**src/rtl/knight_fade.sv**
```systemverilog
// knight_fade: afterglow stage for the knight LED sequencer.
// Lit LEDs drive full on; unlit LEDs fade out through per-LED PWM.
module knight_fade #(
  parameter int LVL_W     = 4,
  parameter int DECAY_DIV = 16
) (
  input  logic       ck,
  input  logic       res,
  input  logic [7:0] pat_in,
  input  logic       pat_valid,
  output logic [7:0] led_out,
  output logic       frame
);

  localparam int MAX = (1 << LVL_W) - 1;
  localparam int DW  = (DECAY_DIV > 1) ? $clog2(DECAY_DIV) : 1;

  localparam logic [LVL_W-1:0] MAX_V  = LVL_W'(MAX);
  localparam logic [LVL_W-1:0] LAST_P = LVL_W'(MAX - 1);
  localparam logic [DW-1:0]    LAST_D = DW'(DECAY_DIV - 1);

  logic [7:0]            pat_q, pat_d;
  logic [7:0][LVL_W-1:0] lvl_q, lvl_d;
  logic [LVL_W-1:0]      pwm_q, pwm_d;
  logic [DW-1:0]         dec_q, dec_d;
  logic [7:0]            led_q, led_d;
  logic                  frame_q, frame_d;

  logic       wrap;
  logic       tick;
  logic [7:0] eff;

  // Frame wrap, decay tick and the pattern currently in force
  always_comb begin
    wrap = (pwm_q == LAST_P);
    tick = wrap && (dec_q == LAST_D);
    eff  = pat_valid ? pat_in : pat_q;
  end

  // Next-state: counters, held pattern, per-LED levels and PWM compare
  always_comb begin
    pwm_d   = wrap ? '0 : pwm_q + LVL_W'(1);
    dec_d   = dec_q;
    if (wrap) begin
      dec_d = (dec_q == LAST_D) ? '0 : dec_q + DW'(1);
    end
    pat_d   = pat_valid ? pat_in : pat_q;
    frame_d = wrap;
    lvl_d   = lvl_q;
    led_d   = '0;
    for (int i = 0; i < 8; i++) begin
      led_d[i] = (lvl_q[i] > pwm_q);
      if (eff[i]) begin
        lvl_d[i] = MAX_V;
      end else if (tick && (lvl_q[i] != '0)) begin
        lvl_d[i] = lvl_q[i] - LVL_W'(1);
      end
    end
  end

  // State register with synchronous reset that overrides any fade
  always_ff @(posedge ck) begin
    if (res) begin
      pat_q   <= '0;
      lvl_q   <= '0;
      pwm_q   <= '0;
      dec_q   <= '0;
      led_q   <= '0;
      frame_q <= 1'b0;
    end else begin
      pat_q   <= pat_d;
      lvl_q   <= lvl_d;
      pwm_q   <= pwm_d;
      dec_q   <= dec_d;
      led_q   <= led_d;
      frame_q <= frame_d;
    end
  end

  assign led_out = led_q;
  assign frame   = frame_q;

endmodule

```
**config.mk**
```make
export PLATFORM = sky130hd
export DESIGN_NAME = knight_fade
export DESIGN_NICKNAME = d
export VERILOG_FILES = /design/src/rtl/knight_fade.sv
export SDC_FILE = /design/constraint.sdc
export NUM_CORES = 1
export LEC_CHECK = 0
export CORE_MARGIN = 2
export CORE_UTILIZATION = 60
export CTS_CLUSTER_SIZE = 28
export DETAILED_ROUTE_END_ITERATION = 7
export PLACE_DENSITY = 0.84
export SETUP_SLACK_MARGIN = 0.02
export SYNTH_ARGS = -nofsm -noshare
export SYNTH_HDL_FRONTEND = slang
export SYNTH_SLANG_ARGS = --single-unit
```
**constraint.sdc**
```tcl
create_clock -name ck -period 3.94 [get_ports ck]
set_input_delay 0.394 -clock ck [delete_from_list [all_inputs] [get_ports ck]]
set_output_delay 0.394 -clock ck [all_outputs]
set_load 0.005 [all_outputs]
```
==> results_dict.tcl <==
set metrics [dict create \
    outcome "completed" \
    min_from "dec_q[3]" \
    antenna_found_initial 0 \
    first_iter_violations 121 \
    syn_nets 398 \
    routed_wl_um 6490 \
    drive_gt1_share_pct 8.20 \
    peakVddDrop_mv 0.267 \
    crit_fanout 14 \
    cp.required_ps 4210 \
    yosysUniqueCellTypes 35 \
    critical_path_buf_inv_count 2 \
    cap_violations 0 \
    multi_input_area_mm2 0.00178 \
    avgSynthCellArea_um2 9.21 \
    synth_compound_area_share_pct 19.4 \
    end_kind "register" \
    path_class "register to register" \
    synth-simple-area-share_pct 10.8 \
    clockBufferDepth 2 \
    fp.dieW_um 76.7 \
    grt_max_degree 58 \
    postCtsSetupBuffers 0 \
    die_h_um 76.7 \
    start_util_pct 62.0 \
    cts_buffers 9 \
    dpl-instance-area_mm2 0.00336 \
    seqCellArea_mm2 0.00114 \
    synth-seq-area-share_pct 36.0 \
    clock_latency_ps 350 \
    maxSlewHeadroom_pct 30.3 \
    core-area_mm2 0.00511 \
    fmax_ghz 0.421 \
    vias 2543 \
    arrival_ps 2650 \
    tightest_slew_ps 1050 \
    tns_ps 0 \
    row_count 26 \
    wl_per_cell_um 14.9 \
    final_cell_area_mm2 0.00352 \
    ys_warn_count 0 \
    die_area_mm2 0.00588 \
    setup_viol 0 \
    finalCritPeriodShare_pct 60.3 \
    syn_area_mm2 0.00317 \
    grt-ovfl-total 0 \
    io_pins 20 \
    max_stage_delay_ps 490 \
    syn2layout_area_growth_pct 11.2 \
    cts-hold-fix-buffers 0 \
    grtUsageTotal_pct 24.2 \
    post-route-drc-count 0 \
    synth_adder_area_share_pct 17.0 \
    cp-startpoint "pwm_q[0]" \
    cts_tree "built" \
    path_cells "inv_1, ha_1, and3_1, buf_4, o311a_1, mux2_2, a21oi_1" \
    slew_viol_final 0 \
    ant_nets 0 \
    cts_resized 0 \
    synth_top_family_by_area "compound AO/OA/AOI/OAI gates" \
    fin_nets 416 \
    synth_cells 344 \
    startpoint_type "register" \
    clockRootBuffer "clkbuf_8" \
    fillers 422 \
    crit_family "simple AND/OR/NAND/NOR gates" \
    grt_pass1_vias 2559 \
    ys_ff_latch 57 \
    dpl.hpwl_um 4390 \
    h-tree-depth 3 \
    skew_ps 6.49 \
    cts.sinks 57 \
    numPortBuffers 19 \
    gp_congestion 0.842 \
    insertedDiodeCount 0 \
    synth_xor_area_share_pct 3.04 \
    power_density_mw_per_mm2 400 \
    slowest_stage "and3_1" \
    timing.rr.start "pwm_q[0]" \
    first_pass_iters 4 \
    synthMuxAreaShare_pct 6.05 \
    clk_pin_slew_ps 60 \
    avgViaCountPerCell 5.83 \
    rsz0062_at_grt "false" \
    p_leak_nw 1.49 \
    grt_first_pass_wirelength_um 11200 \
    hold_viol_final 0 \
    holdCritPathClass "register to register" \
    min_period_ps 2380 \
]
[sequential cells by signal, summed over array words and instances, names as in the netlist]
signal	count
dec_q	4
frame	1
led_out	8
lvl_q	32
pat_q	8
pwm_q	4
[Yosys cell counts]
master / count / area share, %
o311a_2: 3 / 1.1
nand2_2: 1 / 0.20
nand3_2: 2 / 0.63
clkbuf_1: 7 / 0.83
or3_1: 3 / 0.59
o21ai_0: 13 / 2.1
nand2_1: 12 / 1.4
buf_4: 3 / 0.71
a41o_1: 4 / 1.3
a211o_1: 5 / 1.4
nor3_1: 12 / 1.9
a31oi_1: 16 / 3.2
a311oi_1: 1 / 0.28
buf_8: 1 / 0.47
mux2i_1: 9 / 2.8
inv_1: 42 / 5.0
a21o_1: 1 / 0.24
nor2_1: 12 / 1.4
and2_1: 1 / 0.20
and3_1: 2 / 0.40
xor2_1: 1 / 0.28
o21a_1: 8 / 1.9
a21oi_1: 29 / 4.6
nor2b_1: 4 / 0.79
xnor2_1: 10 / 2.8
o311a_1: 5 / 1.6
nand4_1: 6 / 1.2
a41oi_1: 4 / 1.1
ha_1: 43 / 17
buf_6: 2 / 0.71
mux2_2: 5 / 1.8
mux2_4: 3 / 1.4
dfxtp_1: 57 / 36
nand3_1: 13 / 2.1
o22ai_1: 4 / 0.79
[worst register-to-register path: cells and delay by family (launching register included)]
| kind | cells | cell delay [ps] |
|---|---|---|
| AOI/OAI and AO/OA | 2 | 380 |
| adders and majority gates | 1 | 190 |
| buffers and inverters | 2 | 420 |
| DFF | 1 | 480 |
| muxes | 1 | 350 |
| and+or+nand+nor | 1 | 490 |
[stage by stage]
| step | std cells | util, % | power (mW) | setup WS [ps] | hold slack, ps |
|---|---|---|---|---|---|
| 2_1_floorplan | 344 | - | 0.861 | 2080 | 454 |
| 3_3_place_gp | 421 | 65.8 | 0.934 | 1690 | 472 |
| 3_5_place_dp | 421 | 65.8 | 0.953 | 1610 | 479 |
| 4_1_cts | 436 | 69.0 | 1.42 | 1590 | 488 |
| 5_1_grt | 436 | 69.0 | 1.49 | 1410 | 516 |
| 6_report | 436 | 69.0 | 1.41 | 1560 | 487 |
[layer usage]
| layer | up-vias | GRT usage, % | part of all wire, % |
|---|---|---|---|
| li1 | 1283 | - | - |
| met1 | 1205 | 27.6 | 45 |
| met2 | 44 | 41.1 | 49 |
| met3 | 11 | 7.76 | 3.9 |
| met4 | 0 | 11.6 | 2.3 |
| met5 | - | 0 | 0 |
[final timing paths]
kind	end	slack [ps]	depth (start not counted)
worst max-delay path	lvl_q[21]	1560	7
worst min-delay path	dec_q[3]	490	2
worst max register to register	lvl_q[21]	1560	7
worst min register to register	dec_q[3]	490	2
[cells by family (layout without fill, tap and decap cells)]
logic type      after synthesis  after routing
buf+inv                      55             77
simple gates                 68             68
mux                          17             17
compound gates               93             93
fa+ha+maj                    43             43
xor+xnor                     11             11
flops                        57             57
[power by group]
part | internal, mW | switching, mW
clock network | 0.237 | 0.228
logic | 0.138 | 0.135
registers | 0.627 | 0.0433
[area by class of cell]
type,instances,share of cell area [%]
timing repair buffer,20,5.47
multi-input combinational,232,50.6
sequential,57,32.4
inverter,42,4.48
clock buffer,11,4.01
clock inverter,4,0.568
tap,70,2.49
[placed cells by master (no fill, tap or decap), drive strengths merged, types with 3 or more instances in the layout]
master / count
dfxtp: 57
ha: 43
inv: 42
a21oi: 29
clkdlybuf4s50: 18
a31oi: 16
nand3: 15
o21ai: 13
nand2: 13
nor3: 12
nor2: 12
clkbuf: 11
xnor2: 10
mux2i: 9
o21a: 8
o311a: 8
mux2: 8
nand4: 6
a211o: 5
nor2b: 4
a41o: 4
o22ai: 4
a41oi: 4
clkinv: 4
or3: 3
(Power assumes the default switching activity.)
